==> config.mk <==
export PLATFORM = sky130hd
export DESIGN_NAME = fetch_sequencer_flat
export DESIGN_NICKNAME = d
export VERILOG_FILES = /design/src/rtl/fetch_sequencer_if.sv /design/src/rtl/fetch_sequencer.sv /design/src/flat_wrapper.sv
export SDC_FILE = /design/constraint.sdc
export NUM_CORES = 1
export LEC_CHECK = 0
export ABC_CLOCK_PERIOD_IN_PS = 2660
export BUFFER_PORTS_ARGS = -buffer_cell sky130_fd_sc_hd__buf_4
export CAP_MARGIN = 20
export CELL_PAD_IN_SITES_DETAIL_PLACEMENT = 1
export CELL_PAD_IN_SITES_GLOBAL_PLACEMENT = 1
export CORE_MARGIN = 4
export CORE_UTILIZATION = 27
export CTS_CLUSTER_SIZE = 28
export DETAILED_ROUTE_END_ITERATION = 10
export HOLD_SLACK_MARGIN = 0.08
export PLACE_DENSITY = 0.68
export REMOVE_ABC_BUFFERS = 1
export SETUP_SLACK_MARGIN = 0.1
export SYNTH_ARGS = -nofsm -noshare
export SYNTH_HDL_FRONTEND = slang
export SYNTH_SLANG_ARGS = --single-unit
==> constraint.sdc <==
create_clock -name clk -period 2.66 [get_ports clk]
set_input_delay 0 -clock clk [delete_from_list [all_inputs] [get_ports clk]]
set_output_delay 0 -clock clk [all_outputs]
set_load 0.01 [all_outputs]
==> src/rtl/fetch_sequencer_if.sv <==
`default_nettype none
// ============================================================================
// Module      : fetch_sequencer_if
// Description : Instruction-memory read port plus the decode valid/ready
//               handshake driven by fetch_sequencer.
// Revision    : 1.0 - initial release
// ============================================================================
interface fetch_sequencer_if #(
  parameter int unsigned ADDR_W  = 8,
  parameter int unsigned INSTR_W = 18
) ();

  logic [ADDR_W-1:0]  mem_addr;
  logic [INSTR_W-1:0] mem_instr;
  logic [INSTR_W-1:0] instr_out;
  logic [ADDR_W-1:0]  instr_pc;
  logic               instr_valid;
  logic               instr_ready;

  modport master (
    output mem_addr,
    input  mem_instr,
    output instr_out,
    output instr_pc,
    output instr_valid,
    input  instr_ready
  );

  modport slave (
    input  mem_addr,
    output mem_instr,
    input  instr_out,
    input  instr_pc,
    input  instr_valid,
    output instr_ready
  );

endinterface
`default_nettype wire

==> src/rtl/fetch_sequencer.sv <==
`default_nettype none
// ============================================================================
// Module      : fetch_sequencer
// Description : Program counter and fetch controller for the instruction
//               memory; registers each word and offers it to decode.
// Revision    : 1.0 - initial release
// ============================================================================
module fetch_sequencer #(
  parameter int unsigned ADDR_W  = 8,
  parameter int unsigned INSTR_W = 18,
  parameter logic [2:0]  HALT_OP = 3'b111
) (
  input  logic               clk,
  input  logic               rst_n,
  input  logic               start,
  input  logic [ADDR_W-1:0]  start_addr,
  input  logic [ADDR_W-1:0]  end_addr,
  input  logic               redirect,
  input  logic [ADDR_W-1:0]  redirect_addr,
  fetch_sequencer_if.master  bus,
  output logic               busy,
  output logic               done,
  output logic [15:0]        issued
);

  localparam logic [1:0] c_IDLE  = 2'b00;
  localparam logic [1:0] c_RUN   = 2'b01;
  localparam logic [1:0] c_DRAIN = 2'b10;
  localparam logic [1:0] c_DONE  = 2'b11;

  localparam logic [15:0]       c_ISSUED_MAX = 16'hFFFF;
  localparam logic [15:0]       c_ISSUED_INC = 16'h0001;
  localparam logic [ADDR_W-1:0] c_PC_INC     = {{(ADDR_W-1){1'b0}}, 1'b1};

  logic [1:0]         r_state;
  logic [ADDR_W-1:0]  r_pc;
  logic [ADDR_W-1:0]  r_end_q;
  logic [INSTR_W-1:0] r_instr_out;
  logic [ADDR_W-1:0]  r_instr_pc;
  logic               r_instr_valid;
  logic [15:0]        r_issued;

  logic w_running;
  logic w_idle;
  logic w_load;
  logic w_handshake;
  logic w_flush;
  logic w_launch;
  logic w_stop;

  assign w_running   = (r_state == c_RUN) || (r_state == c_DRAIN);
  assign w_idle      = (r_state == c_IDLE) || (r_state == c_DONE);
  assign w_load      = !r_instr_valid || bus.instr_ready;
  assign w_handshake = r_instr_valid && bus.instr_ready;
  assign w_flush     = redirect && w_running;
  assign w_launch    = start && w_idle;
  // The word being loaded is the last of the run: HALT or the end address.
  assign w_stop      = (bus.mem_instr[2:0] == HALT_OP) || (r_pc == r_end_q);

  always_ff @(posedge clk or negedge rst_n) begin
    if (!rst_n) begin
      r_state       <= c_IDLE;
      r_pc          <= '0;
      r_end_q       <= '0;
      r_instr_out   <= '0;
      r_instr_pc    <= '0;
      r_instr_valid <= 1'b0;
    end else if (w_flush) begin
      r_instr_valid <= 1'b0;
      r_pc          <= redirect_addr;
      r_state       <= c_RUN;
    end else begin
      case (r_state)
        c_IDLE, c_DONE: begin
          if (start) begin
            r_pc          <= start_addr;
            r_end_q       <= end_addr;
            r_instr_valid <= 1'b0;
            r_state       <= c_RUN;
          end
        end
        c_RUN: begin
          if (w_load) begin
            r_instr_out   <= bus.mem_instr;
            r_instr_pc    <= r_pc;
            r_instr_valid <= 1'b1;
            r_pc          <= r_pc + c_PC_INC;
            if (w_stop) begin
              r_state <= c_DRAIN;
            end
          end
        end
        c_DRAIN: begin
          if (w_handshake) begin
            r_instr_valid <= 1'b0;
            r_state       <= c_DONE;
          end
        end
        default: r_state <= c_IDLE;
      endcase
    end
  end

  // Accepted-instruction counter; a flushed handshake is not counted.
  always_ff @(posedge clk or negedge rst_n) begin
    if (!rst_n) begin
      r_issued <= '0;
    end else if (w_launch) begin
      r_issued <= '0;
    end else if (w_handshake && !redirect && (r_issued != c_ISSUED_MAX)) begin
      r_issued <= r_issued + c_ISSUED_INC;
    end
  end

  assign bus.mem_addr    = r_pc;
  assign bus.instr_out   = r_instr_out;
  assign bus.instr_pc    = r_instr_pc;
  assign bus.instr_valid = r_instr_valid;
  assign busy            = w_running;
  assign done            = (r_state == c_DONE);
  assign issued          = r_issued;

endmodule
`default_nettype wire
==> src/flat_wrapper.sv <==
// flat-port wrapper written by rule: the top's interface ports become plain ports
module fetch_sequencer_flat 
#(
  parameter int unsigned ADDR_W  = 8,
  parameter int unsigned INSTR_W = 18,
  parameter logic [2:0]  HALT_OP = 3'b111
)
  (clk, rst_n, start, start_addr, end_addr, redirect, redirect_addr, busy, done, issued, bus_mem_addr, bus_mem_instr, bus_instr_out, bus_instr_pc, bus_instr_valid, bus_instr_ready);
  fetch_sequencer_if #(.ADDR_W(ADDR_W), .INSTR_W(INSTR_W)) bus_i ();
  input  logic clk;
  input  logic rst_n;
  input  logic start;
  input  logic [ADDR_W-1:0] start_addr;
  input  logic [ADDR_W-1:0] end_addr;
  input  logic redirect;
  input  logic [ADDR_W-1:0] redirect_addr;
  output logic busy;
  output logic done;
  output logic [15:0] issued;
  output wire logic [$bits(bus_i.mem_addr)-1:0] bus_mem_addr;
  input wire logic [$bits(bus_i.mem_instr)-1:0] bus_mem_instr;
  output wire logic [$bits(bus_i.instr_out)-1:0] bus_instr_out;
  output wire logic [$bits(bus_i.instr_pc)-1:0] bus_instr_pc;
  output wire logic [$bits(bus_i.instr_valid)-1:0] bus_instr_valid;
  input wire logic [$bits(bus_i.instr_ready)-1:0] bus_instr_ready;
  assign bus_mem_addr = bus_i.mem_addr;
  assign bus_i.mem_instr = bus_mem_instr;
  assign bus_instr_out = bus_i.instr_out;
  assign bus_instr_pc = bus_i.instr_pc;
  assign bus_instr_valid = bus_i.instr_valid;
  assign bus_i.instr_ready = bus_instr_ready;
  fetch_sequencer #(.ADDR_W(ADDR_W), .INSTR_W(INSTR_W), .HALT_OP(HALT_OP)) u_core (.clk(clk), .rst_n(rst_n), .start(start), .start_addr(start_addr), .end_addr(end_addr), .redirect(redirect), .redirect_addr(redirect_addr), .bus(bus_i), .busy(busy), .done(done), .issued(issued));
endmodule
# After elaboration in Yosys (flattened, before gate mapping)
# Index checks and enable logic that the tools add are counted.
# Widths: inputs -> output; s select.
dict set report totals {
  regBits 61
  in_bits 47
}
dict set report op_classes {
  n_addsub 2
  n_eq_ne 10
  muxes 17
  bitwise_logic 1
  reduce_logical 20
}
# cell n
set ops {}
lappend ops {{$mux 16} 2}
lappend ops {{$mux 8} 3}
lappend ops {{$add 16x1->16 const B} 1}
lappend ops {{$ne 16x16->1 const B} 1}
lappend ops {{$pmux 8 s2} 1}
lappend ops {{$reduce_and 3->1} 4}
lappend ops {{$mux 2} 5}
lappend ops {{$ne 3x1->1 const B} 3}
lappend ops {{$add 8x1->8 const B} 1}
lappend ops {{$eq 8x8->1} 1}
lappend ops {{$pmux 2 s3} 1}
lappend ops {{$logic_and 1x1->1} 5}
lappend ops {{$eq 2x2->1 const B} 2}
lappend ops {{$logic_or 1x1->1} 4}
lappend ops {{$mux 1} 4}
lappend ops {{$reduce_and 4->1} 1}
lappend ops {{$eq 3x3->1 const B} 1}
lappend ops {{$ne 3x2->1 const B} 1}
lappend ops {{$pmux 1 s3} 1}
lappend ops {{$reduce_bool 3->1} 1}
lappend ops {{$eq 2x1->1 const B} 1}
lappend ops {{$logic_not 1->1} 2}
lappend ops {{$logic_not 2->1} 1}
lappend ops {{$reduce_bool 2->1} 1}
lappend ops {{2 further kinds} 2}

# Longest topological paths before layout
dict set report depth {
  word_depth 6
  mapped_depth 8
}

# Least setup slack after synthesis
# Ideal clock, no wire load.
dict set report synth_path {
  path_type {reg-to-reg}
  from {register u_core.r_state[0]}
  to {register u_core.r_instr_out[10] (netlist: u_core.bus.instr_out[10])}
  setup_time_ps 125
  t_arrival_ps 1791
  t_required_ps 2535
  setup_slack_ps 744
  stages_incl_launch_ff 8
  cell_sequence {dfrtp_1 -> inv_1 -> ha_1 -> nand2b_1 -> buf_2 -> nand3_2 -> buf_2 -> mux2_2}
}
dict set report synth_between {
  elab_chain_len 5
}
# item line
set synth_rtl {}
lappend synth_rtl {{start, declared} fetch_sequencer.sv:35} ;# logic [1:0] r_state;
lappend synth_rtl {{start signal, assigned} fetch_sequencer.sv:62} ;# r_state <= c_IDLE;
lappend synth_rtl {{start signal, assigned} fetch_sequencer.sv:71} ;# r_state <= c_RUN;
lappend synth_rtl {{start signal, assigned} fetch_sequencer.sv:79} ;# r_state <= c_RUN;
lappend synth_rtl {{$eq 2x1->1 or $eq 2x2->1 (tied branches)} {fetch_sequencer.sv:51, fetch_sequencer.sv:73}}
lappend synth_rtl {{$logic_or 1x1->1} fetch_sequencer.sv:51} ;# assign w_running = (r_state == c_RUN) || (r_state == c_DRAIN);
lappend synth_rtl {{$logic_and 1x1->1} fetch_sequencer.sv:55} ;# assign w_flush = redirect && w_running;
lappend synth_rtl {{$not 1->1 (no source line)} n/a}
lappend synth_rtl {{$reduce_and 3->1 (no source line) (*)} n/a}
lappend synth_rtl {{end signal, assigned} fetch_sequencer.sv:84} ;# r_instr_out <= bus.mem_instr;
lappend synth_rtl {{end, declared} fetch_sequencer.sv:38} ;# logic [INSTR_W-1:0] r_instr_out;
# Every way passes the cells marked *; elsewhere a longest branch is shown, timed or not.
# A chain may end at the register's enable or synchronous reset.

# Final worst setup path
dict set report layout_path {
  from {register u_core.r_state[0]}
  to {register u_core.r_state[1]}
}
dict set report layout_between {
  elab_chain_len 5
}
# item line
set layout_rtl {}
lappend layout_rtl {{$eq 2x1->1 or $eq 2x2->1 (tied branches)} {fetch_sequencer.sv:51, fetch_sequencer.sv:73}}
lappend layout_rtl {{$logic_or 1x1->1} fetch_sequencer.sv:51}
lappend layout_rtl {{$logic_and 1x1->1} fetch_sequencer.sv:55}
lappend layout_rtl {{$ne 3x1->1 (no source line) or $ne 3x2->1 (tied branches)} n/a}
lappend layout_rtl {{$reduce_and 4->1 (no source line)} n/a}
# Parallel ways exist; a longest one is shown, timed or not.

==> impl_metrics.toml <==
[global_route]
grt_max_degree = 62
grt_pass1_wl_mm = 14.5
grt_pass1_vias = 2833
antenna_found_initial = 0
track_usage = 0.143
grt_overflow = 0

[worst_setup_path]
cp_data_arrival_time_ns = 2.41
critical_path.max_fanout = 10
critPathRequiredTime_ns = 2.89
cp_top_family = "simple AND/OR/NAND/NOR gates"
crit_slowest_cell = "dfrtp_1"
path_cells = "inv_1, ha_1, nand2b_1, nand2_1, o21ai_0, a21oi_1, mux2_2"
slowest_delay_ns = 0.43
end_kind = "register"
cp-start-kind = "register"
worstSetupPathType = "reg2reg"
path_buf_inv = 1

[synth]
synth_cells = 281
synthTopCellsByArea = "dfrtp_1, mux2_2, xnor2_1"
yosysSeqAreaShare = 0.504
synth-compound-area-share = 0.0843
avgSynthCellArea_um2 = 10.8
synth-seq-cells = 61
synth_xor_area_frac = 0.0723
synth_edf_count = 0
async_reset_ff_frac = 1.00
synth_flop_cell = "dfrtp_1"
synthesis.area_um2 = 3030
synth.area.mux_share = 0.143
synth_fa_ha_area_frac = 0.0248
yosysTopAreaCell = "dfrtp_1"
synth_top_family_by_area = "multiplexers"
yosys.area_share.simple = 0.143
yosys_warnings = 0
synth_top_area_frac = 0.504
synth_cell_types = 40

[floorplan]
num_io_pins = 100
num_rows = 38
die_x_um = 114
dieHeight_um = 114
initial_core_util = 0.278
core_um2 = 10900
fp.dieArea_um2 = 13000

[final_layout]
drive_above_1_share = 0.374
final_area_um2 = 4560
seqCellArea_um2 = 1530
area_delta_synth_final_pct = 50.5
fin_nets = 473
n_fill_cell = 1217
diodes = 0
multiInputGateArea_um2 = 1420

[status]
outcome = "completed"

[pwr]
ir_worst_vdd_mv = 0.489
p_leak_nw = 2.06
power_density_nw_per_um2 = 1070

[sta]
fmax_mhz = 460
post-route-period-util = 0.816
hold_viol = 0
setup_tns_ns = 0
finalMaxSlewViolations = 0
clock_skew_ns = 0.00850
worst_pin_slew_ns = 0.796
setup-violations-final = 0
min_period_ns = 2.17
maxSlewHeadroom = 0.469
grt_setup_unrepaired = "false"

[placement]
dpl_cell_area_um2 = 3920
io_buffers = 99
dp_hpwl_mm = 6.39
globalplace.congestion = 0.728

[drt]
route.detailed.drc = 0
wl_mm = 9.08
drt_iter0_markers = 81
vias_per_cell = 4.62
firstDrtPassIters = 4
wire_per_inst_um = 16.1
ant_nets = 0
vias = 2613

[clock_tree]
clk_latency_ns = 0.35
root_buffer = "clkbuf_8"
htreeDepth = 3
cts.path.max_buffers = 2
clock_sinks = 61
clk_pin_slew_ns = 0.07
cts_tree = "yes"
cts-buffers-inserted = 9

[worst_hold_path]
min_path_type = "in2reg"

[job]
drv_cap = 0
==> state kept, by name, summed over array words and instances, names as in the netlist <==
signal	count
u_core.r_end_q	8
u_core.r_state	2
u_core.issued	16
u_core.bus.instr_valid	1
u_core.bus.instr_pc	8
u_core.bus.mem_addr	8
u_core.bus.instr_out	18
==> worst register-to-register path: cells and delay by family (launching register included) <==
| kind | cells | cell delay [ns] |
|---|---|---|
| buffers and inverters | 1 | 0.07 |
| AOI/OAI and AO/OA | 2 | 0.32 |
| muxes | 1 | 0.37 |
| DFF | 1 | 0.43 |
| and+or+nand+nor | 2 | 0.52 |
| adders and majority gates | 1 | 0.36 |
==> cells in the final DEF (no fill, tap or decap), types with 4 or more instances in the layout <==
| master | Yosys | layout |
|---|---|---|
| ha_1 | 6 | 6 |
| nor4_1 | 4 | 4 |
| nor2_1 | 27 | 27 |
| mux2i_1 | 4 | 4 |
| nand2_1 | 21 | 21 |
| dlygate4sd3_1 | 0 | 38 |
| xor2_1 | 10 | 10 |
| inv_1 | 8 | 8 |
| o21ai_0 | 9 | 9 |
| a21oi_1 | 16 | 16 |
| dfrtp_1 | 61 | 61 |
| xnor2_1 | 15 | 15 |
| clkbuf_8 | 0 | 9 |
| a211oi_1 | 5 | 5 |
| buf_4 | 0 | 103 |
| nand3_1 | 8 | 8 |
| mux2_2 | 35 | 35 |
==> cell families (layout without fill, tap and decap cells) <==
kind of cell / after synthesis / after routing
AO/OA/AOI/OAI: 42 / 42
AND/OR/NAND/NOR: 87 / 87
flip-flops: 61 / 61
multiplexers: 39 / 39
buffers and inverters: 21 / 165
adder cells (fa/ha/maj): 6 / 6
XOR/XNOR: 25 / 25
==> path summary, 6_finish.rpt <==
kind	startpoint	to	slack [ns]	cells past startpoint
min	start_addr[0]	u_core.bus.mem_addr[0]	0.09	5
max in group asynchronous	rst_n	u_core.bus.mem_addr[6]	1.85	2
min in group asynchronous	rst_n	u_core.issued[14]	0.29	2
max	u_core.r_state[0]	u_core.r_state[1]	0.49	7
min reg2reg	u_core.bus.instr_out[2]	u_core.bus.instr_out[2]	0.51	1
max reg2reg	u_core.r_state[0]	u_core.r_state[1]	0.49	7
==> Yosys cell counts (2+ instances only) <==
cell type,count
clkbuf_1,8
mux2_2,35
ha_1,6
a21oi_1,16
a31oi_1,3
mux2i_1,4
a211oi_1,5
nand3_1,8
nand2b_1,3
or2_0,2
nor2_1,27
a211o_1,3
xnor2_1,15
nand4_1,2
o211ai_1,2
and3_1,3
xor2_1,10
o21ai_0,9
inv_1,8
nand3_2,2
nor4_1,4
dfrtp_1,61
nor3_1,3
nor2b_1,3
nand2_1,21
buf_2,4
==> per-stage QoR <==
step	setup slack [ns]	hold slack [ns]	instances	total power (W)	util
2_1_floorplan	0.651	-0.296	268	0.00288	-
3_3_place_gp	0.307	0.139	511	0.00379	0.360
3_5_place_dp	0.229	0.154	511	0.00385	0.360
4_1_cts	0.200	0.0899	565	0.00497	0.418
5_1_grt	0.349	0.110	565	0.00524	0.418
6_report	0.488	0.0921	565	0.00489	0.418
==> area by class of cell <==
class / instances / area share
clock buffer: 9 / 0.0272
sequential: 61 / 0.335
clock inverter: 7 / 0.0269
multi-input combinational: 199 / 0.313
tap: 140 / 0.0385
inverter: 8 / 0.00659
timing repair buffer: 141 / 0.253
==> report_power, final <==
group          leakage [nW]  internal (W)  switching, W  total (W)
Combinational          1.19       0.00118       0.00107    0.00225
Clock                 0.116      0.000627      0.000406    0.00103
Sequential            0.756       0.00130      0.000312    0.00161
Total                  2.06       0.00311       0.00179    0.00489
==> repair_timing <==
item	4_1_cts	5_1_grt
gates resized for setup	0	1
hold buffers	38	0
setup buffers	0	0
setup endpoints to repair	0	25
hold endpoints to repair	96	0
==> layer usage <==
layer / track usage / share of wire / vias to the layer above
met2: 0.255 / 0.52 / 70
met5: 0 / 0 / -
met3: 0.0440 / 0.054 / 17
li1: - / - / 1250
met1: 0.163 / 0.41 / 1276
met4: 0.0475 / 0.021 / 0
Power figures use the tool's default switching activity.
